--- src/rtl/pc_dispatch_pkg.sv ---
// Shared types and helpers for the two-bank PC dispatch queue.
package pc_dispatch_pkg;

  // Routing role of a PC, encoded to match in_pc_is_directed_to_current.
  typedef enum logic {
    SEL_NXT = 1'b0,
    SEL_CUR = 1'b1
  } bank_sel_t;

  function automatic int depth_f(input int log2);
    return 1 << log2;
  endfunction

endpackage

--- src/rtl/pc_dispatch_fifo_if.sv ---
// Handshake bundle between controller/basic_block and pc_dispatch_fifo.
// PC_DISPATCH_OCCUPANCY_EN adds cur_count, nxt_count and high_watermark.
interface pc_dispatch_fifo_if #(
  parameter int PC_WIDTH   = 8,
  parameter int DEPTH_LOG2 = 4
);
  logic                start_valid;
  logic [PC_WIDTH-1:0] start_pc;
  logic                start_ready;
  logic                in_pc_valid;
  logic [PC_WIDTH-1:0] in_pc;
  logic                in_pc_is_directed_to_current;
  logic                in_pc_ready;
  logic                out_pc_valid;
  logic [PC_WIDTH-1:0] out_pc;
  logic                out_pc_ready;
  logic                advance;
  logic                advance_done;
  logic                cur_empty;
  logic                nxt_empty;
  logic                overflow;
`ifdef PC_DISPATCH_OCCUPANCY_EN
  logic [DEPTH_LOG2:0] cur_count;
  logic [DEPTH_LOG2:0] nxt_count;
  logic [DEPTH_LOG2:0] high_watermark;

  modport master (
    output start_valid, start_pc, in_pc_valid, in_pc, in_pc_is_directed_to_current,
           out_pc_ready, advance,
    input  start_ready, in_pc_ready, out_pc_valid, out_pc, advance_done,
           cur_empty, nxt_empty, overflow, cur_count, nxt_count, high_watermark
  );
  modport slave (
    input  start_valid, start_pc, in_pc_valid, in_pc, in_pc_is_directed_to_current,
           out_pc_ready, advance,
    output start_ready, in_pc_ready, out_pc_valid, out_pc, advance_done,
           cur_empty, nxt_empty, overflow, cur_count, nxt_count, high_watermark
  );
`else
  modport master (
    output start_valid, start_pc, in_pc_valid, in_pc, in_pc_is_directed_to_current,
           out_pc_ready, advance,
    input  start_ready, in_pc_ready, out_pc_valid, out_pc, advance_done,
           cur_empty, nxt_empty, overflow
  );
  modport slave (
    input  start_valid, start_pc, in_pc_valid, in_pc, in_pc_is_directed_to_current,
           out_pc_ready, advance,
    output start_ready, in_pc_ready, out_pc_valid, out_pc, advance_done,
           cur_empty, nxt_empty, overflow
  );
`endif
endinterface

--- src/rtl/pc_bank_fifo.sv ---
// One circular PC bank; push and pop may coincide, pop frees the slot first.
module pc_bank_fifo
  import pc_dispatch_pkg::*;
#(
  parameter int PC_WIDTH   = 8,
  parameter int DEPTH_LOG2 = 4
) (
  input  logic                clk,
  input  logic                reset,
  input  logic                i_push,
  input  logic [PC_WIDTH-1:0] i_data,
  input  logic                i_pop,
  output logic [PC_WIDTH-1:0] o_head,
  output logic [DEPTH_LOG2:0] o_count,
  output logic                o_full,
  output logic                o_empty,
  output logic                o_ovf
);
  localparam int DEPTH = depth_f(DEPTH_LOG2);

  logic [PC_WIDTH-1:0]   r_mem [DEPTH];
  logic [DEPTH_LOG2-1:0] r_wr_ptr, r_rd_ptr;
  logic [DEPTH_LOG2:0]   r_count;
  logic                  w_push, w_pop;

  assign o_count = r_count;
  assign o_empty = (r_count == '0);
  assign o_full  = (r_count == (DEPTH_LOG2+1)'(DEPTH));
  assign o_head  = r_mem[r_rd_ptr];
  assign w_pop   = i_pop && !o_empty;
  assign w_push  = i_push && (!o_full || w_pop);
  // A push the top level should never have issued; surfaced as sticky overflow.
  assign o_ovf   = i_push && o_full && !w_pop;

  always_ff @(posedge clk) begin
    if (w_push) r_mem[r_wr_ptr] <= i_data;
  end

  always_ff @(posedge clk) begin
    if (reset) begin
      r_wr_ptr <= '0;
      r_rd_ptr <= '0;
      r_count  <= '0;
    end else begin
      if (w_push) r_wr_ptr <= r_wr_ptr + 1'b1;
      if (w_pop)  r_rd_ptr <= r_rd_ptr + 1'b1;
      case ({w_push, w_pop})
        2'b10:   r_count <= r_count + 1'b1;
        2'b01:   r_count <= r_count - 1'b1;
        default: r_count <= r_count;
      endcase
    end
  end
endmodule

--- src/rtl/pc_dispatch_fifo.sv ---
// Two-bank PC queue around basic_block: routes PCs to cur/nxt banks and swaps roles on advance.
// PC_DISPATCH_OCCUPANCY_EN exposes per-bank counts and a high watermark.
module pc_dispatch_fifo
  import pc_dispatch_pkg::*;
#(
  parameter int PC_WIDTH   = 8,
  parameter int DEPTH_LOG2 = 4
) (
  input  logic               clk,
  input  logic               reset,
  pc_dispatch_fifo_if.slave  bus
);
  logic                          r_cur_sel;
  logic                          r_adv_done;
  logic                          r_ovf;

  logic [1:0][PC_WIDTH-1:0]      w_head, w_wdata;
  logic [1:0][DEPTH_LOG2:0]      w_count;
  logic [1:0]                    w_push, w_pop_b, w_full, w_empty, w_ovf, w_is_cur;

  bank_sel_t                     w_dir;
  logic [DEPTH_LOG2:0]           w_cur_count;
  logic                          w_out_vld, w_pop, w_cur_room, w_nxt_full;
  logic                          w_in_rdy, w_start_rdy, w_in_fire, w_start_fire;
  logic                          w_cur_push, w_nxt_push, w_adv_ok;
  logic [PC_WIDTH-1:0]           w_cur_wdata;

  assign w_dir       = bank_sel_t'(bus.in_pc_is_directed_to_current);
  assign w_cur_count = w_count[r_cur_sel];
  assign w_nxt_full  = w_full[~r_cur_sel];
  assign w_out_vld   = (w_cur_count != '0);
  assign w_pop       = w_out_vld && bus.out_pc_ready;
  // A concurrent pop frees a slot in a full cur bank for the same-cycle push.
  assign w_cur_room  = !w_full[r_cur_sel] || w_pop;

  assign w_in_rdy    = !bus.in_pc_valid || ((w_dir == SEL_CUR) ? w_cur_room : !w_nxt_full);
  assign w_start_rdy = !w_full[r_cur_sel] && !(bus.in_pc_valid && (w_dir == SEL_CUR));
  assign w_in_fire    = bus.in_pc_valid && w_in_rdy;
  assign w_start_fire = bus.start_valid && w_start_rdy;
  assign w_cur_push   = (w_in_fire && (w_dir == SEL_CUR)) || w_start_fire;
  assign w_nxt_push   = w_in_fire && (w_dir == SEL_NXT);
  assign w_cur_wdata  = (bus.in_pc_valid && (w_dir == SEL_CUR)) ? bus.in_pc : bus.start_pc;
  assign w_adv_ok     = bus.advance && !w_out_vld && !bus.in_pc_valid && !bus.start_valid;

  for (genvar b = 0; b < 2; b++) begin : g_bank
    assign w_is_cur[b] = (r_cur_sel == 1'(b));
    assign w_push[b]   = w_is_cur[b] ? w_cur_push : w_nxt_push;
    assign w_pop_b[b]  = w_is_cur[b] && w_pop;
    assign w_wdata[b]  = w_is_cur[b] ? w_cur_wdata : bus.in_pc;

    pc_bank_fifo #(
      .PC_WIDTH   (PC_WIDTH),
      .DEPTH_LOG2 (DEPTH_LOG2)
    ) u_bank (
      .clk     (clk),
      .reset   (reset),
      .i_push  (w_push[b]),
      .i_data  (w_wdata[b]),
      .i_pop   (w_pop_b[b]),
      .o_head  (w_head[b]),
      .o_count (w_count[b]),
      .o_full  (w_full[b]),
      .o_empty (w_empty[b]),
      .o_ovf   (w_ovf[b])
    );
  end

  always_ff @(posedge clk) begin
    if (reset) begin
      r_cur_sel  <= 1'b0;
      r_adv_done <= 1'b0;
      r_ovf      <= 1'b0;
    end else begin
      if (w_adv_ok) r_cur_sel <= ~r_cur_sel;
      r_adv_done <= w_adv_ok;
      r_ovf      <= r_ovf | (|w_ovf);
    end
  end

  assign bus.out_pc_valid = w_out_vld;
  assign bus.out_pc       = w_out_vld ? w_head[r_cur_sel] : '0;
  assign bus.in_pc_ready  = w_in_rdy;
  assign bus.start_ready  = w_start_rdy;
  assign bus.advance_done = r_adv_done;
  assign bus.cur_empty    = w_empty[r_cur_sel];
  assign bus.nxt_empty    = w_empty[~r_cur_sel];
  assign bus.overflow     = r_ovf;

`ifdef PC_DISPATCH_OCCUPANCY_EN
  logic [DEPTH_LOG2:0] r_hwm, w_hwm_nxt;

  always_comb begin
    w_hwm_nxt = r_hwm;
    if (w_count[0] > w_hwm_nxt) w_hwm_nxt = w_count[0];
    if (w_count[1] > w_hwm_nxt) w_hwm_nxt = w_count[1];
  end

  always_ff @(posedge clk) begin
    if (reset) r_hwm <= '0;
    else       r_hwm <= w_hwm_nxt;
  end

  assign bus.cur_count      = w_cur_count;
  assign bus.nxt_count      = w_count[~r_cur_sel];
  assign bus.high_watermark = r_hwm;
`endif
endmodule

--- src/flat_wrapper.sv ---
// flat-port wrapper written by rule: the top's interface ports become plain ports
module pc_dispatch_fifo_flat import pc_dispatch_pkg::*;
#(
  parameter int PC_WIDTH   = 8,
  parameter int DEPTH_LOG2 = 4
)
  (clk, reset, bus_start_valid, bus_start_pc, bus_in_pc_valid, bus_in_pc, bus_in_pc_is_directed_to_current, bus_out_pc_ready, bus_advance, bus_start_ready, bus_in_pc_ready, bus_out_pc_valid, bus_out_pc, bus_advance_done, bus_cur_empty, bus_nxt_empty, bus_overflow);
  pc_dispatch_fifo_if #(.PC_WIDTH(PC_WIDTH), .DEPTH_LOG2(DEPTH_LOG2)) bus_i ();
  input  logic clk;
  input  logic reset;
  input wire logic [$bits(bus_i.start_valid)-1:0] bus_start_valid;
  input wire logic [$bits(bus_i.start_pc)-1:0] bus_start_pc;
  input wire logic [$bits(bus_i.in_pc_valid)-1:0] bus_in_pc_valid;
  input wire logic [$bits(bus_i.in_pc)-1:0] bus_in_pc;
  input wire logic [$bits(bus_i.in_pc_is_directed_to_current)-1:0] bus_in_pc_is_directed_to_current;
  input wire logic [$bits(bus_i.out_pc_ready)-1:0] bus_out_pc_ready;
  input wire logic [$bits(bus_i.advance)-1:0] bus_advance;
  output wire logic [$bits(bus_i.start_ready)-1:0] bus_start_ready;
  output wire logic [$bits(bus_i.in_pc_ready)-1:0] bus_in_pc_ready;
  output wire logic [$bits(bus_i.out_pc_valid)-1:0] bus_out_pc_valid;
  output wire logic [$bits(bus_i.out_pc)-1:0] bus_out_pc;
  output wire logic [$bits(bus_i.advance_done)-1:0] bus_advance_done;
  output wire logic [$bits(bus_i.cur_empty)-1:0] bus_cur_empty;
  output wire logic [$bits(bus_i.nxt_empty)-1:0] bus_nxt_empty;
  output wire logic [$bits(bus_i.overflow)-1:0] bus_overflow;
  assign bus_i.start_valid = bus_start_valid;
  assign bus_i.start_pc = bus_start_pc;
  assign bus_i.in_pc_valid = bus_in_pc_valid;
  assign bus_i.in_pc = bus_in_pc;
  assign bus_i.in_pc_is_directed_to_current = bus_in_pc_is_directed_to_current;
  assign bus_i.out_pc_ready = bus_out_pc_ready;
  assign bus_i.advance = bus_advance;
  assign bus_start_ready = bus_i.start_ready;
  assign bus_in_pc_ready = bus_i.in_pc_ready;
  assign bus_out_pc_valid = bus_i.out_pc_valid;
  assign bus_out_pc = bus_i.out_pc;
  assign bus_advance_done = bus_i.advance_done;
  assign bus_cur_empty = bus_i.cur_empty;
  assign bus_nxt_empty = bus_i.nxt_empty;
  assign bus_overflow = bus_i.overflow;
  pc_dispatch_fifo #(.PC_WIDTH(PC_WIDTH), .DEPTH_LOG2(DEPTH_LOG2)) u_core (.clk(clk), .reset(reset), .bus(bus_i));
endmodule
--- config.mk ---
export PLATFORM = sky130hd
export DESIGN_NAME = pc_dispatch_fifo_flat
export DESIGN_NICKNAME = d
export VERILOG_FILES = /design/src/rtl/pc_dispatch_pkg.sv /design/src/rtl/pc_dispatch_fifo_if.sv /design/src/rtl/pc_bank_fifo.sv /design/src/rtl/pc_dispatch_fifo.sv /design/src/flat_wrapper.sv
export SDC_FILE = /design/constraint.sdc
export NUM_CORES = 1
export LEC_CHECK = 0
export CORE_MARGIN = 5
export CORE_UTILIZATION = 24
export DETAILED_ROUTE_END_ITERATION = 12
export DONT_BUFFER_PORTS = 1
export PLACE_DENSITY = 0.49
export SYNTH_ARGS = -nofsm -noshare
export SYNTH_HDL_FRONTEND = slang
export SYNTH_HIERARCHICAL = 1
export SYNTH_SLANG_ARGS = --single-unit
--- constraint.sdc ---
create_clock -name clk -period 3.8 [get_ports clk]
set_clock_uncertainty 0.15 [all_clocks]
set_input_delay 0.38 -clock clk [delete_from_list [all_inputs] [get_ports clk]]
set_output_delay 0.38 -clock clk [all_outputs]
set_load 0.01 [all_outputs]
# ---- Word level (Yosys, flattened, before mapping)
# Memory sizes are Yosys's and may differ from the RTL's. A register that Yosys moved wholly into a read port is not among the register bits.
# Index checks and enable logic that the tools add are counted.
dict set report totals {
  reg_bits 29
  ramBits 256
  in_bits 23
  out_inout_bits 15
  elab_cells 102
  memories 2
}
dict set report op_classes {
  n_addsub 8
  order_cmp 2
  eq_ne 6
  muxes 29
  bitwise_logic 3
  reduce_logical 43
}
# name words width rd rd_ports_with_merged_regs wr line_no
set memory_table {}
lappend memory_table {{u_core.g_bank[0].u_bank.r_mem} 16 8 1 1 1 pc_bank_fifo.sv:21} ;# logic [PC_WIDTH-1:0] r_mem [DEPTH];
lappend memory_table {{u_core.g_bank[1].u_bank.r_mem} 16 8 1 1 1 pc_bank_fifo.sv:21}
# op count
set ops {}
lappend ops {{two-way mux 8 bit} 6}
lappend ops {{logical AND 1 bit} 20}
lappend ops {{case mux 5 bit (2 select lines)} 2}
lappend ops {{adder 4 x 1 -> 4 bit (second input constant)} 4}
lappend ops {{two-way mux 4 bit} 4}
lappend ops {{two-way mux 1 bit} 15}
lappend ops {{logical NOT 1 bit} 12}
lappend ops {{adder 5 x 1 -> 5 bit (second input constant)} 2}
lappend ops {{== test 5 bit (second input constant)} 2}
lappend ops {{logical NOT 5 bit} 2}
lappend ops {{two-way mux 5 bit} 2}
lappend ops {{subtractor 5 x 1 -> 5 bit (second input constant)} 2}
lappend ops {{logical OR 1 bit} 5}
lappend ops {{nonzero test 5 bit} 1}
lappend ops {{== test 2 x 1 -> 1 bit (second input constant)} 2}
lappend ops {{== test 2 bit (second input constant)} 2}
lappend ops {{less-than comparator 1 x 2 -> 1 bit (second input constant)} 2}
lappend ops {{nonzero test 2 bit} 2}
lappend ops {{inverter 1 bit} 2}
lappend ops {{OR reduction 2 bit} 1}
lappend ops {{bitwise OR 1 bit} 1}

# ---- Depth between registers and ports, before layout
dict set report logic_depth {
  word_depth 15
  depth_mapped 16
  depth_no_buf 14
}

# ---- Modules after synthesis
# Netlist, hierarchy kept.
# mod instances cells_each area_per_inst_um2 seq_area_each_um2
set modules_own_cells {}
lappend modules_own_cells {{pc_bank_fifo (u_core.g_bank[1].u_bank)} 1 303 5886.9 4184.0}
lappend modules_own_cells {{pc_bank_fifo (u_core.g_bank[0].u_bank)} 1 303 5881.9 4184.0}
lappend modules_own_cells {pc_dispatch_fifo 1 77 645.6 60.1}

# ---- Worst setup path before layout
# OpenSTA, ideal clock, no wires.
dict set report synth_timing {
  path_kind {flip-flop to flip-flop}
  startpoint {reg u_core.r_cur_sel}
  endpoint {reg u_core.g_bank[1].u_bank.r_count[4]}
  setup_time_ps 123
  arrival_time_ps 3159
  t_required_ps 3527
  slack_ps 367
  path_stages_with_launch 17
  n_path_buf 3
  synth_period_minus_slack_ps 3433
  cell_sequence {dfxtp_1 -> buf_6 -> nor2b_1 -> a22o_2 -> buf_6 -> inv_4 -> nand2_1 -> a31oi_1 -> clkbuf_1 -> nand2b_1 -> nor3_1 -> a21o_2 -> ha_1 -> o31a_2 -> a2111oi_0 -> a211oi_1 -> mux2_1}
}
dict set report synth_between {
  elab_chain_cells 14
  word_cells_on_any_way 28
  classes_between {2 x eq/ne; 9 x mux; 17 x reduce/logical}
}
# item line_no
set synth_rtl {}
lappend synth_rtl {{start: declaration} pc_dispatch_fifo.sv:13} ;# logic r_cur_sel;
lappend synth_rtl {{start signal: assignment} pc_dispatch_fifo.sv:74} ;# if (w_adv_ok) r_cur_sel <= ~r_cur_sel;
lappend synth_rtl {{two-way mux 5 bit (not written as such) (*) (2 in a row)} pc_dispatch_fifo.sv:29} ;# assign w_cur_count = w_count[r_cur_sel];
lappend synth_rtl {{nonzero test 5 bit (*)} pc_dispatch_fifo.sv:31} ;# assign w_out_vld = (w_cur_count != '0);
lappend synth_rtl {{net bus_out_pc_valid} flat_wrapper.sv:20} ;# output wire logic [$bits(bus_i.out_pc_valid)-1:0] bus_out_pc_valid;
lappend synth_rtl {{logical AND 1 bit (*)} pc_dispatch_fifo.sv:32} ;# assign w_pop = w_out_vld && bus.out_pc_ready;
lappend synth_rtl {{logical OR 1 bit (*)} pc_dispatch_fifo.sv:34} ;# assign w_cur_room = !w_full[r_cur_sel] || w_pop;
lappend synth_rtl {{two-way mux 1 bit (*)} pc_dispatch_fifo.sv:36} ;# assign w_in_rdy = !bus.in_pc_valid || ((w_dir == SEL_CUR) ? w_cur_room : !w_nxt_full);
lappend synth_rtl {{logical OR 1 bit (*)} pc_dispatch_fifo.sv:36}
lappend synth_rtl {{logical AND 1 bit (*)} pc_dispatch_fifo.sv:38} ;# assign w_in_fire = bus.in_pc_valid && w_in_rdy;
lappend synth_rtl {{logical AND 1 bit} pc_dispatch_fifo.sv:40} ;# assign w_cur_push = (w_in_fire && (w_dir == SEL_CUR)) || w_start_fire;
lappend synth_rtl {{logical OR 1 bit} pc_dispatch_fifo.sv:40}
lappend synth_rtl {{two-way mux 1 bit (*)} pc_dispatch_fifo.sv:47} ;# assign w_push[b] = w_is_cur[b] ? w_cur_push : w_nxt_push;
lappend synth_rtl {{net u_core.w_push[1]} pc_dispatch_fifo.sv:19} ;# logic [1:0] w_push, w_pop_b, w_full, w_empty, w_ovf, w_is_cur;
lappend synth_rtl {{logical AND 1 bit (*)} pc_bank_fifo.sv:31} ;# assign w_push = i_push && (!o_full || w_pop);
lappend synth_rtl {{== test 2 x 1 -> 1 bit / == test 2 bit (equally long branches)} pc_bank_fifo.sv:47} ;# case ({w_push, w_pop})
lappend synth_rtl {{case mux 5 bit (2 select lines) / nonzero test 2 bit (equally long branches)} -}
lappend synth_rtl {{end signal: assignment} pc_bank_fifo.sv:48} ;# 2'b10: r_count <= r_count + 1'b1;
lappend synth_rtl {{end signal: assignment} pc_bank_fifo.sv:49} ;# 2'b01: r_count <= r_count - 1'b1;
lappend synth_rtl {{end signal: assignment} pc_bank_fifo.sv:50} ;# default: r_count <= r_count;
lappend synth_rtl {{end: declaration} pc_bank_fifo.sv:23} ;# logic [DEPTH_LOG2:0] r_count;
# Mark *: on every way through the listed nets, which the timed path passes. The rest lies on a longest branch. The select of a mux whose other input is x is not followed.
# A chain may end at the register's enable or synchronous reset.

# ---- Worst setup path in the final report
dict set report layout_timing {
  startpoint {reg u_core.g_bank[0].u_bank.r_count[0]}
  endpoint {reg u_core.g_bank[0].u_bank.r_count[3]}
}
dict set report layout_between {
  elab_chain_cells 14
  word_cells_on_any_way 34
  classes_between {2 x add/sub; 3 x eq/ne; 9 x mux; 20 x reduce/logical}
}
# item line_no
set layout_rtl {}
lappend layout_rtl {{start: declaration} pc_bank_fifo.sv:23}
lappend layout_rtl {{start signal: assignment} pc_bank_fifo.sv:48}
lappend layout_rtl {{start signal: assignment} pc_bank_fifo.sv:49}
lappend layout_rtl {{start signal: assignment} pc_bank_fifo.sv:50}
lappend layout_rtl {{== test 5 bit (*)} pc_bank_fifo.sv:28} ;# assign o_full = (r_count == (DEPTH_LOG2+1)'(DEPTH));
lappend layout_rtl {{net u_core.w_full[0]} pc_dispatch_fifo.sv:19}
lappend layout_rtl {{two-way mux 1 bit (not written as such) (2 in a row)} {pc_dispatch_fifo.sv:34, pc_dispatch_fifo.sv:37}}
lappend layout_rtl {{logical NOT 1 bit} {pc_dispatch_fifo.sv:34, pc_dispatch_fifo.sv:37}}
lappend layout_rtl {{logical OR 1 bit} pc_dispatch_fifo.sv:34}
lappend layout_rtl {{two-way mux 1 bit} pc_dispatch_fifo.sv:36}
lappend layout_rtl {{logical OR 1 bit} pc_dispatch_fifo.sv:36}
lappend layout_rtl {{logical AND 1 bit} pc_dispatch_fifo.sv:38}
lappend layout_rtl {{logical AND 1 bit} pc_dispatch_fifo.sv:40}
lappend layout_rtl {{logical OR 1 bit} pc_dispatch_fifo.sv:40}
lappend layout_rtl {{two-way mux 1 bit (*)} pc_dispatch_fifo.sv:47}
lappend layout_rtl {{net u_core.w_push[0]} pc_dispatch_fifo.sv:19}
lappend layout_rtl {{logical AND 1 bit (*)} pc_bank_fifo.sv:31}
lappend layout_rtl {{== test 2 x 1 -> 1 bit / == test 2 bit (equally long branches)} pc_bank_fifo.sv:47}
lappend layout_rtl {{case mux 5 bit (2 select lines) / nonzero test 2 bit (equally long branches)} -}
# Marks and branches as above.

==> run summary <==
The run finished with clean final reports. Total wire length: 26.67 mm. The synthesized-area fraction occupied by xor and xnor cells was 0.009172. The run gives 513 as the number of design-rule violations left by the first detailed-router iteration. TritonCTS built the clock tree. The count of buffers from port buffering is 0. The net count of the finished layout is 735. Setup violations remaining at the end of the flow were counted as 0. Synthesis inferred 293 register bits. In this run the clock root is driven by a clkbuf_16. Sink count of the clock tree: 293. For the worst-skew pair, the clock arrives at the later sink with an insertion delay of 0.56 ns. Max-cap violations in this run came to 0. Yosys attributes the largest share of cell area to edfxtp_1, mux4_2, dfxtp_1. The post-synth net total was 720. The required time of the critical path came out at 4.16 ns. In this run the worst setup path begins at u_core/g_bank[0].u_bank/o_count[0]$_SDFFE_PP0P_. The maximum number of pins on one net before global-route repair was 37. The startpoint identified for the worst register-to-register timing path is u_core/g_bank[0].u_bank/o_count[0]$_SDFFE_PP0P_. Detailed-placement wirelength estimate: 17.55 mm.

The area added between synthesis and finish works out to 14.24%. The average cell area after synthesis was 18.18 sq um. The via count of the first global-routing pass was 6260. The die is 237.4 um wide. Maximum frequency from static timing analysis: 290.9 MHz.

The total number of vias was 6146; the final critical-path required period was 3.437 ns. The proportion of layout cells with a drive suffix above 1 works out to 0.2507. The final core area utilization is 0.2765. After clock tree synthesis, the clock-pin slew on the worst setup and hold paths is 0.06 ns. The die covers 56380 sq um. Dividing the detail-routed wire length by the instance count gives 19.01 um. The synthesized design contains 256 enable-type register cells. The tools report the element type at the critical path end as a flip-flop.

The total routing usage reported by global routing was 0.09313. Summed over all failing endpoints, the final setup total negative slack is 0 ns. The run gives 0.4083 as the tightest slew margin relative to the limit. Walking the worst path, the cells encountered are nor4_4, nand2_1, inv_1, o21ai_0, mux2i_1, a21oi_1, nand2b_1, a21oi_2, ha_1, or3_1, a311oi_2, dlygate4sd3_1. After synthesis, the largest family of logic cells by area is multiplexers. The data arrival time at the worst-slack endpoint came out at 3.80 ns.

The worst setup path is launched from a flip-flop. The level count of the clock H-tree is 1. The area share of the largest cell type after synthesis came out at 0.6192. The simple-gate area share of the yosys netlist came out at 0.06964.

The worst hold path startpoint was bus_in_pc[1]. The power density relative to cell area was 578.7 nW/um^2. The residual antenna-violating net count after detailed routing was 0. Setup repair after global routing left no endpoint under its margin. The part of the cycle the worst path needs works out to 0.9046. At the end of routability-driven placement, the weighted congestion stood at 0.7585.

The logs give 0 for the final count of hold timing violations and 0 for the post-route DRC violation count. The starting density of the core is 0.2420. The total CTS buffers came out at 30.

The peak supply drop is 0.0003750 V. Class of the worst hold path: in2reg. The tools report the leakage power figure as 4.432 nW. The share of the synthesized area in compound gates (AO/OA/AOI/OAI) is 0.02882. The most used flip-flop cell after synthesis is edfxtp_1. The final number of max-transition violations came out at 0. Most common cell in the synthesized netlist: edfxtp_1. Number of standard-cell rows in the floorplan: 83.

Dividing the detail-routed via count by the number of cells gives 4.381. In the synthesized netlist, the cells that appear most often are edfxtp_1, mux4_2, nor2_1. The largest total area in the synthesized netlist belongs to edfxtp_1. At the pin with the least slew margin, the transition time is 0.8875 ns. The post-synthesis adder-cell area fraction was 0.01411; the multiplexer share of the synthesized area was 0.1779. The logs give 3 for the deepest clock path buffer count and 0.6789 for the sequential element share of the synthesized area.

The Yosys step of the flow raised 6 warnings. The count of pins on the block boundary was 38. In this run the worst path has a maximum fanout of 8. Class of the most critical setup path: reg2reg.

After layout, the design draws a total of 0.008208 W. The floorplan die height was 237.4 um; the number of search-and-repair iterations in the first detailed-routing pass was 4. The number of unique standard cell types used by synthesis was 51; the number of cells produced by synthesis was 683. The placeable core region was 51300 sq um; the number of antenna violations at the first check in global routing was 3.

The fraction of registers with async set or reset after synthesis is 0, and the remaining global-route overflow is 0. Summing every instance area after synthesis gives 12410 sq um. The global-route wire length before repair is 40.38 mm. The slowest stage of the critical path is the dlygate4sd3_1 cell.

On the worst path, the slowest cell contributes a delay of 0.56 ns.
[through the flow]
step / cells / hold WS (ns) / worst slack (ns) / cell area [sq um]
floorplan: 683 / 0.2979 / 0.3672 / 12410
global placement: 1340 / 0.3055 / 0.3443 / 13190
detailed placement: 1340 / 0.3060 / 0.2859 / 13190
CTS: 1401 / 0.08367 / 0.08499 / 14170
global route: 1402 / 0.1217 / 0.08854 / 14180
finish: 1403 / 0.1116 / 0.3626 / 14180
[flip-flops by register name, summed over array words and instances, names as in the netlist, named ones only]
| register | flops |
|---|---|
| u_core/bus.advance_done | 1 |
| u_core/g_bank.u_bank/r_wr_ptr | 8 |
| u_core/r_cur_sel | 1 |
| u_core/g_bank.u_bank/r_mem | 256 |
| u_core/bus.overflow | 1 |
| u_core/g_bank.u_bank/o_count | 10 |
| u_core/g_bank.u_bank/r_rd_ptr | 8 |
[final timing paths]
kind / to / slack [ns] / cells past startpoint
setup reg to reg: u_core/g_bank[0].u_bank/o_count[3]$_SDFFE_PP0P_ / 0.36 / 12
hold reg to reg: u_core/g_bank[0].u_bank/r_wr_ptr[1]$_SDFFE_PP0P_ / 0.37 / 2
setup / recovery: u_core/g_bank[0].u_bank/o_count[3]$_SDFFE_PP0P_ / 0.36 / 12
hold / removal: u_core/g_bank[0].u_bank/r_mem[13][1]$_DFFE_PP_ / 0.11 / 1
[kinds of logic after synthesis]
| group | count (synthesis) |
|---|---|
| and+or+nand+nor | 147 |
| DFF | 293 |
| xor gates and xnor gates | 13 |
| AOI/OAI and AO/OA | 49 |
| buffers and inverters | 49 |
| adders and majority gates | 14 |
| muxes | 118 |
[cells in the final DEF, fill, tap and decap left out, types with 3 or more instances in the layout]
master,n
clkbuf_1,6
clkbuf_16,30
a21oi_1,9
xor2_1,10
xnor2_1,3
nor3_1,12
mux2i_1,17
nand2_1,8
clkinv_2,7
and4_1,8
o21ai_0,8
dlygate4sd3_1,4
mux2_1,3
clkbuf_8,3
clkinv_1,7
mux4_2,80
inv_1,9
nand3b_1,4
o211ai_1,10
edfxtp_1,256
buf_12,3
ha_1,14
nor4_1,5
and2_1,9
nor2b_1,6
buf_4,15
nor2_1,43
dfxtp_1,35
nand2b_1,12
o21ai_2,4
and3_1,21
nor3b_1,4
mux2_2,18
[repair_timing]
item | in CTS | in global routing
endpoints found under the hold margin | 37 | 0
hold buffers | 5 | 0
setup buffers | 0 | 1
endpoints found under the setup margin | 0 | 1
gates resized for setup | 0 | 1
[where the power goes]
group / total (W) / switching (W) / internal, W / leakage (nW)
sequential: 0.00384 / 0.000111 / 0.00373 / 2.61
clock: 0.00275 / 0.00123 / 0.00151 / 0.453
combinational: 0.00162 / 0.000977 / 0.000640 / 1.37
total: 0.00821 / 0.00232 / 0.00589 / 4.43
[worst max-delay path, delay by kind of cell (launching register included)]
kind                       cells  cell delay (ns)
DFF                            1             0.41
and+or+nand+nor                4             1.05
AOI/OAI and AO/OA              4             0.65
muxes                          1             0.14
buffers and inverters          2             0.67
adders and majority gates      1             0.30
[layer usage]
metal | vias to the layer above | part of all wire | global-route usage
met5 | - | 0.0018 | 0
met4 | 6 | 0.018 | 0.01889
met3 | 36 | 0.068 | 0.02924
met2 | 130 | 0.42 | 0.1310
met1 | 3188 | 0.49 | 0.1414
li1 | 2786 | - | -
[final cells by class]
class,count,area [sq um]
Antenna cell,1,2.502
Clock buffer,39,814.5
Clock inverter,17,107.6
Fill cell,5146,37120
Inverter,10,40.04
Multi-Input combinational cell,341,3724
Sequential cell,293,8431
Tap cell,680,850.8
Timing Repair Buffer,22,212.7
Note: power is estimated with default switching activity, not from simulation.
